### config.mk
export PLATFORM = sky130hd
export DESIGN_NAME = change_dispenser
export DESIGN_NICKNAME = d
export VERILOG_FILES = /design/src/rtl/change_pkg.sv /design/src/rtl/inventory_counter.sv /design/src/rtl/change_dispenser.sv
export SDC_FILE = /design/constraint.sdc
export NUM_CORES = 1
export LEC_CHECK = 0
export CAP_MARGIN = 15
export CORE_MARGIN = 1.5
export CORE_UTILIZATION = 47
export CTS_CLUSTER_DIAMETER = 200
export DETAILED_ROUTE_END_ITERATION = 16
export HOLD_SLACK_MARGIN = 0.02
export PLACE_DENSITY = 0.77
export SLEW_MARGIN = 30
export SYNTH_ARGS = -nofsm -noshare
export SYNTH_HDL_FRONTEND = slang
export SYNTH_SLANG_ARGS = --single-unit
export TNS_END_PERCENT = 10
### constraint.sdc
create_clock -name clock -period 3.6 [get_ports clock]
set_clock_uncertainty 0.2 [all_clocks]
set_input_delay 0.54 -clock clock [delete_from_list [all_inputs] [get_ports clock]]
set_output_delay 0.54 -clock clock [all_outputs]
set_load 0.005 [all_outputs]
### src/rtl/change_pkg.sv
// Shared types and constants for the change-payout controller.
package change_pkg;

  typedef enum logic [2:0] {
    IDLE,
    DECIDE,
    ISSUE_COIN,
    ISSUE_NOTE,
    DONE,
    FAIL
  } state_t;

  localparam logic DEN_COIN = 1'b0;
  localparam logic DEN_NOTE = 1'b1;

  localparam int DEF_COIN_VAL = 2;
  localparam int DEF_NOTE_VAL = 10;

endpackage

### src/rtl/inventory_counter.sv
// Stock counter for one denomination: decrement on payout, saturating refill.
module inventory_counter #(
  parameter int CNT_W = 6,
  parameter int INIT  = 0
) (
  input  logic             clock,
  input  logic             reset,
  input  logic             dec,
  input  logic             add,
  input  logic [CNT_W-1:0] qty,
  output logic [CNT_W-1:0] count
);

  localparam logic [CNT_W:0] MAX = {1'b0, {CNT_W{1'b1}}};

  logic [CNT_W-1:0] count_q, count_d;
  logic [CNT_W:0]   sum;

  // One extra bit of headroom so count - dec + qty can be saturated after the fact.
  always_comb begin
    sum     = {1'b0, count_q} - {{CNT_W{1'b0}}, dec} + (add ? {1'b0, qty} : '0);
    count_d = (sum > MAX) ? '1 : sum[CNT_W-1:0];
  end

  always_ff @(posedge clock or posedge reset) begin
    if (reset) count_q <= CNT_W'(INIT);
    else       count_q <= count_d;
  end

  assign count = count_q;

endmodule

### src/rtl/change_dispenser.sv
// Greedy change payout controller: notes first, then coins, over a req/ack handshake.
module change_dispenser
  import change_pkg::*;
#(
  parameter int AMOUNT_W   = 8,
  parameter int COIN_VAL   = DEF_COIN_VAL,
  parameter int NOTE_VAL   = DEF_NOTE_VAL,
  parameter int CNT_W      = 6,
  parameter int INIT_COINS = 20,
  parameter int INIT_NOTES = 5
) (
  input  logic                clock,
  input  logic                reset,
  input  logic                start,
  input  logic [AMOUNT_W-1:0] amount,
  input  logic                disp_ack,
  input  logic                refill_coin,
  input  logic                refill_note,
  input  logic [CNT_W-1:0]    refill_qty,
  output logic                coin_req,
  output logic                note_req,
  output logic                busy,
  output logic                done,
  output logic                error,
  output logic [AMOUNT_W-1:0] remaining,
  output logic [CNT_W-1:0]    coin_count,
  output logic [CNT_W-1:0]    note_count
);

  localparam logic [AMOUNT_W-1:0] COIN_AMT = AMOUNT_W'(COIN_VAL);
  localparam logic [AMOUNT_W-1:0] NOTE_AMT = AMOUNT_W'(NOTE_VAL);

  state_t              state_q, state_d;
  logic [AMOUNT_W-1:0] remaining_q, remaining_d;
  logic                coin_req_q, coin_req_d;
  logic                note_req_q, note_req_d;
  logic                busy_q, busy_d;
  logic                done_q, done_d;
  logic                error_q, error_d;
  logic                coin_dec, note_dec;
  logic                den_sel;
  logic [AMOUNT_W-1:0] item_val;

  always_comb begin
    state_d     = state_q;
    remaining_d = remaining_q;
    coin_dec    = 1'b0;
    note_dec    = 1'b0;
    den_sel     = (state_q == ISSUE_NOTE) ? DEN_NOTE : DEN_COIN;
    item_val    = (den_sel == DEN_NOTE) ? NOTE_AMT : COIN_AMT;

    case (state_q)
      IDLE: begin
        if (start) begin
          remaining_d = amount;
          state_d     = DECIDE;
        end
      end
      DECIDE: begin
        if (remaining_q == '0)                                  state_d = DONE;
        else if (remaining_q >= NOTE_AMT && note_count != '0)   state_d = ISSUE_NOTE;
        else if (remaining_q >= COIN_AMT && coin_count != '0)   state_d = ISSUE_COIN;
        else                                                    state_d = FAIL;
      end
      ISSUE_COIN, ISSUE_NOTE: begin
        if (disp_ack) begin
          remaining_d = remaining_q - item_val;
          coin_dec    = (den_sel == DEN_COIN);
          note_dec    = (den_sel == DEN_NOTE);
          state_d     = DECIDE;
        end
      end
      DONE, FAIL: state_d = IDLE;
      default:    state_d = IDLE;
    endcase

    // Outputs are registered from the next state so they line up with state_q.
    coin_req_d = (state_d == ISSUE_COIN);
    note_req_d = (state_d == ISSUE_NOTE);
    busy_d     = (state_d != IDLE);
    done_d     = (state_d == DONE);
    error_d    = (state_d == FAIL);
  end

  always_ff @(posedge clock or posedge reset) begin
    if (reset) begin
      state_q     <= IDLE;
      remaining_q <= '0;
      coin_req_q  <= 1'b0;
      note_req_q  <= 1'b0;
      busy_q      <= 1'b0;
      done_q      <= 1'b0;
      error_q     <= 1'b0;
    end else begin
      state_q     <= state_d;
      remaining_q <= remaining_d;
      coin_req_q  <= coin_req_d;
      note_req_q  <= note_req_d;
      busy_q      <= busy_d;
      done_q      <= done_d;
      error_q     <= error_d;
    end
  end

  inventory_counter #(.CNT_W(CNT_W), .INIT(INIT_COINS)) u_coins (
    .clock (clock),
    .reset (reset),
    .dec   (coin_dec),
    .add   (refill_coin),
    .qty   (refill_qty),
    .count (coin_count)
  );

  inventory_counter #(.CNT_W(CNT_W), .INIT(INIT_NOTES)) u_notes (
    .clock (clock),
    .reset (reset),
    .dec   (note_dec),
    .add   (refill_note),
    .qty   (refill_qty),
    .count (note_count)
  );

  assign coin_req  = coin_req_q;
  assign note_req  = note_req_q;
  assign busy      = busy_q;
  assign done      = done_q;
  assign error     = error_q;
  assign remaining = remaining_q;

endmodule

# ---- After elaboration in Yosys (flattened, before gate mapping)
# Index checks and enable logic that the tools add are counted.
dict set report classes {
  multipliers 0
  n_div 0
  order_cmp 4
  eq_ne 9
  shifts 0
  add_sub_neg 5
  bitwise_logic 1
  reduce_logical 10
  mux 19
}
# operator count
set op_table {}
lappend op_table {{$mux 6} 4}
lappend op_table {{$mux 8} 2}
lappend op_table {{$pmux 8 s2} 1}
lappend op_table {{$mux 3} 5}
lappend op_table {{$add 7x7->7} 2}
lappend op_table {{$gt 7x6->1 const B} 2}
lappend op_table {{$sub 6x1->7} 2}
lappend op_table {{$eq 3x2->1 const B} 4}
lappend op_table {{$reduce_bool 6->1} 2}
lappend op_table {{$pmux 3 s3} 1}
lappend op_table {{$ge 8x2->1 const B} 1}
lappend op_table {{$ge 8x4->1 const B} 1}
lappend op_table {{$logic_not 8->1} 1}
lappend op_table {{$sub 8x4->8} 1}
lappend op_table {{$eq 3x3->1 const B} 2}
lappend op_table {{$mux 1} 5}
lappend op_table {{$mux 4} 1}
lappend op_table {{$ne 2x2->1 const B} 2}
lappend op_table {{$eq 3x1->1 const B} 1}
lappend op_table {{$logic_not 3->1} 1}
lappend op_table {{$reduce_and 3->1} 1}
lappend op_table {{$reduce_bool 3->1} 1}
lappend op_table {{$logic_and 1x1->1} 2}
lappend op_table {{$reduce_bool 2->1} 1}
lappend op_table {{2 further kinds} 2}
dict set report word_totals {
  wordCells 57
  mem_count 0
  ram_bits 0
  reg_bits 28
  latchBits 0
  rom_bits 0
}

# ---- Logic depth before layout (Yosys ltp)
# Gate-level depths: netlist (run 1).
dict set report logic_depth {
  word_depth 9
  mapped_depth 13
  depth_no_buf 12
}

# ---- Cells and area by module
# From an unflattened synthesis (run 1), not the netlist that was laid out.
dict set report unflattened {
  cells_unflattened 258
  hier_area_um2 2253.4
}
# module cells_each seq_area_each_um2 instances area_each_um2
set modules_own_cells {}
lappend modules_own_cells {inventory_counter 76 152.6 2 640.6}
lappend modules_own_cells {change_dispenser 106 400.4 1 972.2}

# ---- Least setup slack after synthesis (run 1)
# Ideal clock, no wire load.
dict set report synth_path {
  path_kind {register -> register}
  startpoint {register state_q[1]}
  endpoint {register u_notes.count_q[5] (netlist: u_notes.count[5])}
  synth_period_minus_slack_ps 3328
  setup_time_ps 159
  path_stages_with_launch 13
  slack_ps 272
  required_time_ps 3241
  t_arrival_ps 2969
  cell_sequence {dfrtp_1 nor2b_4 clkbuf_1 and3_1 ha_1 inv_1 ha_1 fa_1 a21o_1 a21oi_1 nor2_1 a311oi_1 o2111ai_1}
}
dict set report synth_via {
  elab_chain_len 8
  elab_cells_between_ends 10
}
# element line
set synth_rtl {}
lappend synth_rtl {{start, declared} change_dispenser.sv:33} ;# state_t state_q, state_d;
lappend synth_rtl {{start signal, assigned} change_dispenser.sv:95} ;# state_q <= state_d;
lappend synth_rtl {{$eq 3x2->1} {change_dispenser.sv:49, change_dispenser.sv:52}}
lappend synth_rtl {{$mux 1} change_dispenser.sv:49} ;# den_sel = (state_q == ISSUE_NOTE) ? DEN_NOTE : DEN_COIN;
lappend synth_rtl {{$mux 1} change_dispenser.sv:66} ;# if (disp_ack) begin
lappend synth_rtl {{$mux 1 (*)} change_dispenser.sv:52} ;# case (state_q)
lappend synth_rtl {{$sub 6x1->7 (*)} inventory_counter.sv:21} ;# sum = {1'b0, count_q} - {{CNT_W{1'b0}}, dec} + (add ? {1'b0, qty} : '0);
lappend synth_rtl {{$add 7x7->7 (*)} inventory_counter.sv:21}
lappend synth_rtl {{$gt 7x6->1} inventory_counter.sv:22} ;# count_d = (sum > MAX) ? '1 : sum[CNT_W-1:0];
lappend synth_rtl {{$mux 6 (*)} inventory_counter.sv:22}
lappend synth_rtl {{named net u_notes.count_d[5]} inventory_counter.sv:16} ;# logic [CNT_W-1:0] count_q, count_d;
lappend synth_rtl {{end signal, assigned} inventory_counter.sv:26} ;# if (reset) count_q <= CNT_W'(INIT);
lappend synth_rtl {{end signal, assigned} inventory_counter.sv:27} ;# else count_q <= count_d;
lappend synth_rtl {{end, declared} inventory_counter.sv:16}
# The timed path passes the listed nets; every way through them passes the cells marked *.
# A chain may end at the register's enable or synchronous reset.

# ---- Final worst setup path (run 1)
dict set report layout_path {
  startpoint {input disp_ack}
  endpoint {register u_coins.count_q[1] (netlist: u_coins.count[1])}
}
dict set report layout_via {
  elab_chain_len 6
}
# element line
set layout_rtl {}
lappend layout_rtl {{start, declared} change_dispenser.sv:16} ;# input logic disp_ack,
lappend layout_rtl {{$mux 1 (*)} change_dispenser.sv:66}
lappend layout_rtl {{$mux 1 (*)} change_dispenser.sv:52}
lappend layout_rtl {{$sub 6x1->7 (*)} inventory_counter.sv:21}
lappend layout_rtl {{$add 7x7->7 (*)} inventory_counter.sv:21}
lappend layout_rtl {{$gt 7x6->1} inventory_counter.sv:22}
lappend layout_rtl {{$mux 6 (*)} inventory_counter.sv:22}
lappend layout_rtl {{named net u_coins.count_d[1]} inventory_counter.sv:16}
lappend layout_rtl {{end signal, assigned} inventory_counter.sv:26}
lappend layout_rtl {{end signal, assigned} inventory_counter.sv:27}
lappend layout_rtl {{end, declared} inventory_counter.sv:16}
# Marked as above.

==> results of run 1 <==
## path summary, 6_finish.rpt
path,slack [ns],start,cells after the start,endpoint
min reg2reg,0.36,remaining[0]$_DFFE_PP0P_,1,remaining[0]$_DFFE_PP0P_
min,0.36,remaining[0]$_DFFE_PP0P_,1,remaining[0]$_DFFE_PP0P_
min in group asynchronous,0.44,reset,2,u_notes.count[3]$_DFF_PP0_
max reg2reg,0.32,state_q[1]$_DFF_PP0_,13,u_coins.count[1]$_DFF_PP0_
max,0.31,disp_ack,13,u_coins.count[1]$_DFF_PP0_
max in group asynchronous,2.39,reset,2,u_coins.count[2]$_DFF_PP1_
## area by class of cell
class / instances / area, um2
Fill cell: 408 / 1702
Multi-Input combinational cell: 173 / 1257
Sequential cell: 28 / 705.7
Timing Repair Buffer: 47 / 462.9
Inverter: 48 / 180.2
Tap cell: 52 / 65.06
Clock buffer: 3 / 41.29
## per-layer routing
metal | up-vias | GRT usage
li1 | 944 | -
met1 | 870 | 0.2297
met2 | 38 | 0.3229
met3 | 4 | 0.02707
met4 | 0 | 0.06080
met5 | - | 0
## power by group through the flow
stage	logic (mW)	clock network, mW	registers (mW)
6_report	1.48	0.164	0.587
5_1_grt	1.69	0.180	0.608
4_1_cts	1.49	0.171	0.589
3_5_place_dp	1.48	0	0.594
3_3_place_gp	1.44	0	0.593
2_1_floorplan	1.03	0	0.566
## registers in the layout, indices dropped and copies added (netlist names)
signal	flops
busy	1
coin_req	1
done	1
error	1
note_req	1
remaining	8
state_q	3
u_coins.count	6
u_notes.count	6
## cells by family after synthesis
family | Yosys count | share of synthesized area
adders and majority gates | 29 | 0.1733
buffers and inverters | 54 | 0.09982
xor gates and xnor gates | 6 | 0.02410
DFF | 28 | 0.3236
AOI/OAI and AO/OA | 55 | 0.1738
and+or+nand+nor | 81 | 0.1956
muxes | 2 | 0.009753
## worst max-delay path, cell delays in order
cell	delay, ns
clkdlybuf4s50_1	0.47
nand2_1	0.09
nor2_1	0.04
ha_1	0.28
inv_1	0.04
ha_1	0.22
fa_1	0.42
a21o_1	0.19
a21oi_1	0.27
nor2_1	0.08
a311oi_1	0.36
buf_4	0.20
nand2b_1	0.05
## cell usage in the layout (no fill, tap or decap), types with 3 or more instances in the layout
cell and n:
nor2_1 22, a21oi_1 14, o22ai_1 3, clkbuf_8 3
nor2b_4 3, nor2b_1 3, a21o_1 6, a31oi_1 5
nand2b_1 5, dfstp_2 4, and2_1 3, o21ai_1 6
clkdlybuf4s50_1 44, buf_4 3, ha_1 27, inv_1 46
nand2_1 28, xnor2_1 6, dfrtp_1 24
## synthesized netlist by cell type, types with 3 or more instances
cell type | number | area share
clkbuf_1 | 4 | 0.0069
ha_1 | 27 | 0.15
dfstp_2 | 4 | 0.048
o22ai_1 | 3 | 0.0086
inv_1 | 47 | 0.081
nor2b_1 | 3 | 0.0086
nand2_1 | 28 | 0.048
a31oi_1 | 5 | 0.014
a21oi_1 | 14 | 0.032
dfrtp_1 | 24 | 0.28
nor2_1 | 22 | 0.038
nand2b_1 | 5 | 0.014
o21ai_1 | 6 | 0.014
nor2b_4 | 3 | 0.019
and2_1 | 3 | 0.0086
a21o_1 | 6 | 0.021
xnor2_1 | 6 | 0.024
## per-stage QoR
step | hold slack, ns | instance area (um2) | power, mW | cells | worst slack [ns]
2_1_floorplan | 0.3293 | 2181 | 1.593 | 255 | 0.2720
3_3_place_gp | 0.3406 | 2671 | 2.028 | 348 | 0.1537
3_5_place_dp | 0.3442 | 2671 | 2.075 | 348 | 0.02221
4_1_cts | 0.3654 | 2713 | 2.249 | 351 | 0.3088
5_1_grt | 0.4102 | 2713 | 2.480 | 351 | 0.02216
6_report | 0.3639 | 2713 | 2.228 | 351 | 0.3083
==> impl_metrics.yaml, run 1 <==
status:
  result_of_the_run: "finished, final reports clean"
cells_and_area:
  utilization: 0.6145
  diodes: 0
  area_growth_pct: 24.38
  fin_nets: 350
  post_route_cells_drive_above_1_share: 0.07023
route:
  drt_iter0_drc: 90
  remaining_drcs: 0
  drt_wl_total_um: 4269
  route.top_layer_used: "met4"
  detailedRoute.firstPassIterationCount: 6
  route.antenna.remaining_nets: 0
  wl_met2_um: 2157
  drt-met1-wl_um: 1923
  routed-via-count: 1856
  routed-wl-met3_um: 158
  detail_route.vias_per_cell: 5.288
  drt-wirelength-per-cell_um: 12.16
power_and_ir_drop:
  vdd_ir_drop_max_v: 0.0005228
  power_frac_comb: 0.663
  power_frac_seq: 0.263
  switching_power_mw: 0.9540
  switching_share: 0.4282
  clkPwrFrac: 0.073
  power.density_mw_per_mm2: 821.3
  internal-power_mw: 1.274
  power.static_leakage_nw: 1.325
clocking:
  post_cts.resized_instances: 0
  post_cts.repair.setup_buffers: 0
  tritoncts_clock_tree: "yes"
  cts_max_level: 1
  cts.path.max_buffers: 2
  clock_tree.root_cell: "clkbuf_8"
  cts_buffers: 3
  clk_pin_slew_worst_paths_ns: 0.09
  clock_latency_on_the_worst_skew_pair_ns: 0.27
  cts.sink_count: 28
  ctsHoldBuffers: 0
sta:
  grt_setup_unrepaired: "false"
  setup_tns_final_ns: 0
  maxSlewHeadroom: 0.6247
  number_of_hold_violations_in_the_final_report: 0
  timing.final.setup_violations: 0
  worst-slew-pin-transition_ns: 0.5621
  max_freq_mhz: 303.8
  pins_over_their_slew_limit: 0
  final_min_period_over_clock_period: 0.9144
  period_minus_slack_ns: 3.292
yosys:
  ys_warn_count: 0
  number_of_distinct_library_cell_variants_in_the_gate_level_netlist_after_synthesis: 47
  mapped_nets: 304
  synthFlopType: "dfrtp_1"
  synth_enable_flop_cells: 0
  syn_area_per_cell_um2: 8.552
  post_synthesis_instance_total: 255
  postSynthRegisterBits: 28
  synth_seq_area_share: 0.3236
  async_reset_ff_frac: 1.000
  netlist_area_before_placement_mm2: 0.002181
global_routing:
  globalRouteTotalUtil: 0.1831
  globalRoute.totalOverflow: 0
  via_count_of_the_first_global_routing_pass: 1822
  grt_pass1_wl_um: 7617
  grt_max_degree: 29
  antenna_found_initial: 0
die:
  placeableCoreArea_mm2: 0.004414
  ioPinCount: 45
  die_w_um: 71.12
  initial_core_util: 0.4940
  die_area_mm2: 0.005058
  die-height_um: 71.12
  rows: 24
min_path:
  hp-class: "flip-flop to flip-flop"
placed_design:
  port-buffer-count: 44
  place.detailed.hpwl_um: 3485
  gpl.final_weighted_congestion: 0.8437
critical_path:
  timing.critical_path.fanout_max: 5
  critPathCaptureType: "flip-flop"
  start_kind: "input port"
  critPathKind: "input port to flip-flop"
  critPathRequiredTime_ns: 3.56
  wp_data_arrival_ns: 3.25
run:
  maxCapViolCount: 0
Note: power is estimated with default switching activity, not from simulation.
==> run 2, diff against run 1 <==
--- a/config.mk
+++ b/config.mk
@@ -11,6 +11,7 @@
 export CTS_CLUSTER_DIAMETER = 200
 export DETAILED_ROUTE_END_ITERATION = 16
 export HOLD_SLACK_MARGIN = 0.02
+export MAX_ROUTING_LAYER = met4
 export PLACE_DENSITY = 0.77
 export SLEW_MARGIN = 30
 export SYNTH_ARGS = -nofsm -noshare
==> constraint.sdc (replaced) <==
create_clock -name clock -period 3.02 [get_ports clock]
set_clock_uncertainty 0.2 [all_clocks]
set_input_delay 0.453 -clock clock [delete_from_list [all_inputs] [get_ports clock]]
set_output_delay 0.453 -clock clock [all_outputs]
set_load 0.005 [all_outputs]
==> impl_metrics.yaml, run 2 (synthesized netlist as in run 1, its figures left out) <==
critical_path:
  rr_endpoint: "u_coins.count[1]$_DFF_PP0_"
  slowest_delay_ns: 0.40
  critPathKind: "flip-flop to flip-flop"
  timing.critical_path.depth: 13
  crit_path_cell_trace: "nor2b_4 -> nand2_1 -> nor2_1 -> ha_1 -> inv_1 -> ha_1 -> fa_1 -> a21o_1 -> a21oi_2 -> nor2_1 -> a311oi_2 -> buf_4 -> nand2b_1"
  start_kind: "flip-flop"
  critPathRequiredTime_ns: 2.98
  critPathCaptureType: "flip-flop"
  wp_data_arrival_ns: 2.79
  timing.reg2reg.worst_path_depth: 13
  worst_path_max_delay_cell: "dfrtp_1"
  path_delay_family: "adder cells"
  timing.critical_path.fanout_max: 3
  r2r-start: "state_q[1]$_DFF_PP0_"
  critical_path.n_buffers_inverters: 2
  setup.reg_to_reg.worst_slack_ns: 0.19
global_routing:
  via_count_of_the_first_global_routing_pass: 1901
  globalRouteTotalUtil: 0.2030
  grt_pass1_wl_um: 8004
  grt_max_degree: 29
  globalRoute.totalOverflow: 0
  antenna_found_initial: 0
clocking:
  cts_max_level: 1
  cts_buffers: 3
  cts.path.max_buffers: 2
  ctsHoldBuffers: 0
  tritoncts_clock_tree: "yes"
  clock_latency_on_the_worst_skew_pair_ns: 0.27
  clk_pin_slew_worst_paths_ns: 0.09
  cts.sink_count: 28
  clock_tree.root_cell: "clkbuf_8"
sta:
  max_freq_mhz: 352.9
  number_of_hold_violations_in_the_final_report: 0
  period_minus_slack_ns: 2.834
  final_min_period_over_clock_period: 0.9383
  grt_setup_unrepaired: "false"
  timing.final.setup_violations: 0
  pins_over_their_slew_limit: 0
  maxSlewHeadroom: 0.7106
  layout_setup_ws_ns: 0.1862
  worst-slew-pin-transition_ns: 0.4321
cells_and_area:
  fin_cells: 367
  diodes: 0
  mostFrequentLayoutCell: "inv_1"
  post_route_cells_drive_above_1_share: 0.1270
  fin_area_mm2: 0.002860
  fin_nets: 365
  n_fill_cell: 384
  most-common-layout-cells: "inv_1, clkdlybuf4s50_1, nand2_1, ha_1, dfrtp_1"
  area_taken_by_flip_flops_and_latches_um2: 705.7
  area_growth_pct: 31.15
  number_of_flip_flops_under_the_largest_register_name: 8
  multi_input_comb_area_mm2: 0.001277
route:
  drt_wl_total_um: 4592
  routed-via-count: 1918
  remaining_drcs: 0
  route.antenna.remaining_nets: 0
  detailedRoute.firstPassIterationCount: 4
  drt_iter0_drc: 129
  detail_route.vias_per_cell: 5.226
  drt-wirelength-per-cell_um: 12.51
die:
  initial_core_util: 0.4940
  die-height_um: 71.12
  die_area_mm2: 0.005058
  rows: 24
  placeableCoreArea_mm2: 0.004414
  ioPinCount: 45
  die_w_um: 71.12
placed_design:
  gpl.final_weighted_congestion: 0.9081
  numPlacedInstances: 362
  port-buffer-count: 44
  place.detailed.hpwl_um: 3739
  pre_cts_slack_ns: -0.2825
  detailed_place.area_mm2: 0.002796
status:
  result_of_the_run: "finished, final reports clean"
min_path:
  hp-class: "input port to async pin"
power_and_ir_drop:
  vdd_ir_drop_max_v: 0.0005385
  power.density_mw_per_mm2: 1017
  power.static_leakage_nw: 1.420
run:
  maxCapViolCount: 0
==> run 2: cell types whose count changed in the layout (fill, tap and decap cells not counted), moves of 2 or more <==
cell             previous run  this run
a21oi_1                    14        12
a21oi_2                     1         3
a311oi_1                    2         0
a311oi_2                    0         2
buf_4                       3        18
clkdlybuf4s50_1            44        42
==> run 2: power by group <==
group	total (mW)	switching (mW)	internal, mW
combinational	1.99	0.960	1.03
sequential	0.688	0.143	0.545
clock	0.227	0.111	0.117
total	2.91	1.21	1.70
==> run 2: worst max-delay path by stage <==
stage	slack, ns	from	to
CTS	0.04	refill_coin	u_coins.count[1]$_DFF_PP0_
floorplan	-0.007	state_q[1]$_DFF_PP0_	u_notes.count[5]$_DFF_PP0_
detailed placement	-0.28	disp_ack	u_coins.count[1]$_DFF_PP0_
finish	0.19	state_q[1]$_DFF_PP0_	u_coins.count[1]$_DFF_PP0_
global route	0.0005	state_q[1]$_DFF_PP0_	u_coins.count[0]$_DFF_PP0_
global placement	-0.19	disp_ack	u_coins.count[1]$_DFF_PP0_
==> run 2: per-layer routing <==
metal	vias up	wire (um)	track usage
li1	981	-	-
met1	886	2008	0.2355
met2	49	2375	0.3666
met3	2	186	0.02707
met4	0	21	0.05660
met5	-	0	-
==> run 2: area by class of cell <==
type | instances | share of cell area
clock buffer | 4 | 0.01925
sequential | 28 | 0.2467
tap | 52 | 0.02275
inverter | 48 | 0.06299
timing repair buffer | 62 | 0.2017
multi-input combinational | 173 | 0.4466
==> run 2: worst register-to-register path, stage by stage, from the launching register on <==
cell and delay, ns:
dfrtp_1 0.40, nor2b_4 0.14, nand2_1 0.06, nor2_1 0.04, ha_1 0.27, inv_1 0.04, ha_1 0.21, fa_1 0.39
a21o_1 0.20, a21oi_2 0.17, nor2_1 0.08, a311oi_2 0.29, buf_4 0.18, nand2b_1 0.05
==> run 2: repair_timing <==
item | in CTS | in global routing
gates resized for setup | 1 | 1
pin swaps | 1 | 1
buffers inserted | 0 | 1
setup endpoints to repair | 1 | 6
==> run 2: through the flow <==
step	TNS [ns]	hold WS (ns)	total power, mW	util
6_report	0	0.3297	2.909	0.6480
5_1_grt	0	0.3754	3.211	0.6480
3_3_place_gp	-1.638	0.3387	2.608	0.6335
3_5_place_dp	-2.386	0.3442	2.661	0.6335
4_1_cts	0	0.3415	2.898	0.6457
2_1_floorplan	-0.007020	0.3154	1.948	-
==> run 3, diff against run 2 <==
--- a/config.mk
+++ b/config.mk
@@ -7,12 +7,12 @@
 export LEC_CHECK = 0
 export CAP_MARGIN = 15
 export CORE_MARGIN = 1.5
-export CORE_UTILIZATION = 47
+export CORE_UTILIZATION = 52
 export CTS_CLUSTER_DIAMETER = 200
 export DETAILED_ROUTE_END_ITERATION = 16
 export HOLD_SLACK_MARGIN = 0.02
 export MAX_ROUTING_LAYER = met4
-export PLACE_DENSITY = 0.77
+export PLACE_DENSITY = 0.81
 export SLEW_MARGIN = 30
 export SYNTH_ARGS = -nofsm -noshare
 export SYNTH_HDL_FRONTEND = slang
==> constraint.sdc (replaced) <==
create_clock -name clock -period 2.7 [get_ports clock]
set_clock_uncertainty 0.2 [all_clocks]
set_input_delay 0.405 -clock clock [delete_from_list [all_inputs] [get_ports clock]]
set_output_delay 0.405 -clock clock [all_outputs]
set_load 0.005 [all_outputs]
==> impl_metrics.yaml, run 3 (synthesized netlist as in run 1, its figures left out) <==
clocking:
  cts_max_level: 1
  clk_pin_slew_worst_paths_ns: 0.09
  cts.path.max_buffers: 2
  cts.sink_count: 28
  clock_latency_on_the_worst_skew_pair_ns: 0.27
  clock_tree.root_cell: "clkbuf_8"
  tritoncts_clock_tree: "yes"
  cts_buffers: 3
run:
  maxCapViolCount: 0
global_routing:
  via_count_of_the_first_global_routing_pass: 1839
  globalRoute.totalOverflow: 0
  grt_max_degree: 29
  globalRouteTotalUtil: 0.2329
  grt_pass1_wl_um: 7783
  antenna_found_initial: 0
die:
  die_area_mm2: 0.004591
  initial_core_util: 0.5413
  placeableCoreArea_mm2: 0.004029
  die-height_um: 67.76
  ioPinCount: 45
  rows: 23
  die_w_um: 67.76
sta:
  timing.final.setup_violations: 0
  maxSlewHeadroom: 0.7138
  layout_setup_ws_ns: 0.007664
  final_min_period_over_clock_period: 0.9972
  worst-slew-pin-transition_ns: 0.4273
  period_minus_slack_ns: 2.692
  number_of_hold_violations_in_the_final_report: 0
  grt_setup_unrepaired: "true"
  pins_over_their_slew_limit: 0
  max_freq_mhz: 371.4
power_and_ir_drop:
  power.static_leakage_nw: 1.446
  clkPwrFrac: 0.066
  power.density_mw_per_mm2: 1133
  vdd_ir_drop_max_v: 0.0006293
  internal-power_mw: 1.959
  switching_share: 0.4146
  switching_power_mw: 1.387
  power_frac_comb: 0.704
  power_frac_seq: 0.230
  fin_total_pwr_mw: 3.346
critical_path:
  wp_data_arrival_ns: 2.66
  timing.critical_path.depth: 13
  start_kind: "flip-flop"
  r2r-start: "state_q[2]$_DFF_PP0_"
  critPathCaptureType: "flip-flop"
  worstSetupStartpoint: "state_q[2]$_DFF_PP0_"
  path_delay_family: "compound AO/OA/AOI/OAI gates"
  slowest_delay_ns: 0.42
  critPathRequiredTime_ns: 2.67
  setup.worst_path.end: "u_notes.count[4]$_DFF_PP0_"
  timing.reg2reg.worst_path_depth: 13
  rr_endpoint: "u_notes.count[4]$_DFF_PP0_"
  timing.critical_path.fanout_max: 5
  critPathKind: "flip-flop to flip-flop"
  critical_path.n_buffers_inverters: 3
  setup.reg_to_reg.worst_slack_ns: 0.008
  crit_path_cell_trace: "nor2b_4 -> and3_4 -> ha_4 -> inv_2 -> ha_4 -> fa_2 -> a21o_1 -> a21oi_2 -> buf_4 -> o2111a_1 -> a311oi_2 -> buf_4 -> nand2_1"
  worst_path_max_delay_cell: "dfrtp_1"
cells_and_area:
  post_route_cells_drive_above_1_share: 0.1770
  area_growth_pct: 35.40
  diodes: 0
  fin_nets: 373
  number_of_flip_flops_under_the_largest_register_name: 8
  n_fill_cell: 328
  area_taken_by_flip_flops_and_latches_um2: 705.7
  multi_input_comb_area_mm2: 0.001328
  most-common-layout-cells: "inv_1, clkdlybuf4s50_1, nand2_1, buf_4"
  mostFrequentLayoutCell: "inv_1"
route:
  routed-via-count: 1934
  drt-wirelength-per-cell_um: 12.40
  detail_route.vias_per_cell: 5.199
  drt_wl_total_um: 4611
  detailedRoute.firstPassIterationCount: 4
  route.antenna.remaining_nets: 0
  drt_iter0_drc: 74
  remaining_drcs: 0
min_path:
  hp-class: "input port to async pin"
placed_design:
  place.detailed.hpwl_um: 3697
  pre_cts_slack_ns: -0.4400
  port-buffer-count: 44
  gpl.final_weighted_congestion: 0.8359
status:
  result_of_the_run: "finished, final reports clean"
==> run 3: changes by cell type in the layout (fill, tap and decap cells not counted), sizes merged <==
cell and delta:
clkdlybuf4s50 -1, clkbuf -1, buf +8, dlygate4sd2 +1
==> run 3: how the worst min path moves through the flow <==
stage | start | endpoint | slack [ns] | depth (start not counted)
after floorplan | reset | busy$_DFF_PP0_ | 0.27 | 1
after global placement | remaining[0]$_DFFE_PP0P_ | remaining[0]$_DFFE_PP0P_ | 0.34 | 1
after detailed placement | remaining[0]$_DFFE_PP0P_ | remaining[0]$_DFFE_PP0P_ | 0.35 | 1
after CTS | reset | remaining[0]$_DFFE_PP0P_ | 0.30 | 3
after global routing | reset | remaining[0]$_DFFE_PP0P_ | 0.37 | 3
final | reset | state_q[1]$_DFF_PP0_ | 0.29 | 3
==> run 3: power by group through the flow <==
| stage | clock network (mW) | registers, mW | logic (mW) |
|---|---|---|---|
| floorplan | 0 | 0.754 | 1.46 |
| global placement | 0 | 0.776 | 2.24 |
| detailed placement | 0 | 0.777 | 2.29 |
| CTS | 0.229 | 0.770 | 2.33 |
| global route | 0.240 | 0.792 | 2.66 |
| finish | 0.222 | 0.769 | 2.36 |
==> run 3: final cells by class <==
class | count | share of cell area
multi-input cells | 173 | 0.4496
flip-flops and latches | 28 | 0.2390
repair buffers | 70 | 0.2153
inverters | 48 | 0.06102
well taps | 50 | 0.02119
clock buffers | 3 | 0.01398
==> run 3: worst min-delay path: stages <==
cell	delay, ns
clkdlybuf4s50_1	0.39
inv_1	0.05
buf_4	0.33
==> run 3: layer usage <==
layer	track usage	up-vias	wire [um]
met5	-	-	0
met4	0.08418	0	76
met3	0.02500	7	132
met2	0.4179	41	2331
met1	0.2664	892	2072
li1	-	994	-
==> run 3: what timing repair did <==
action,CTS,global route
resized for setup,3,5
buffers inserted,1,2
endpoints found under the setup margin,12,12
pin swaps,6,11
hold buffers,0,0
==> run 3: stage by stage <==
step	hold slack (ns)	std cells	utilization	instance area [um2]	setup TNS, ns
after floorplan	0.2674	255	-	2246	-1.539
after global placement	0.3417	366	0.7134	2874	-4.053
after detailed placement	0.3536	366	0.7134	2874	-4.840
after CTS	0.2952	370	0.7255	2923	-0.1017
after global routing	0.3669	372	0.7329	2953	-0.9924
final	0.2862	372	0.7329	2953	0
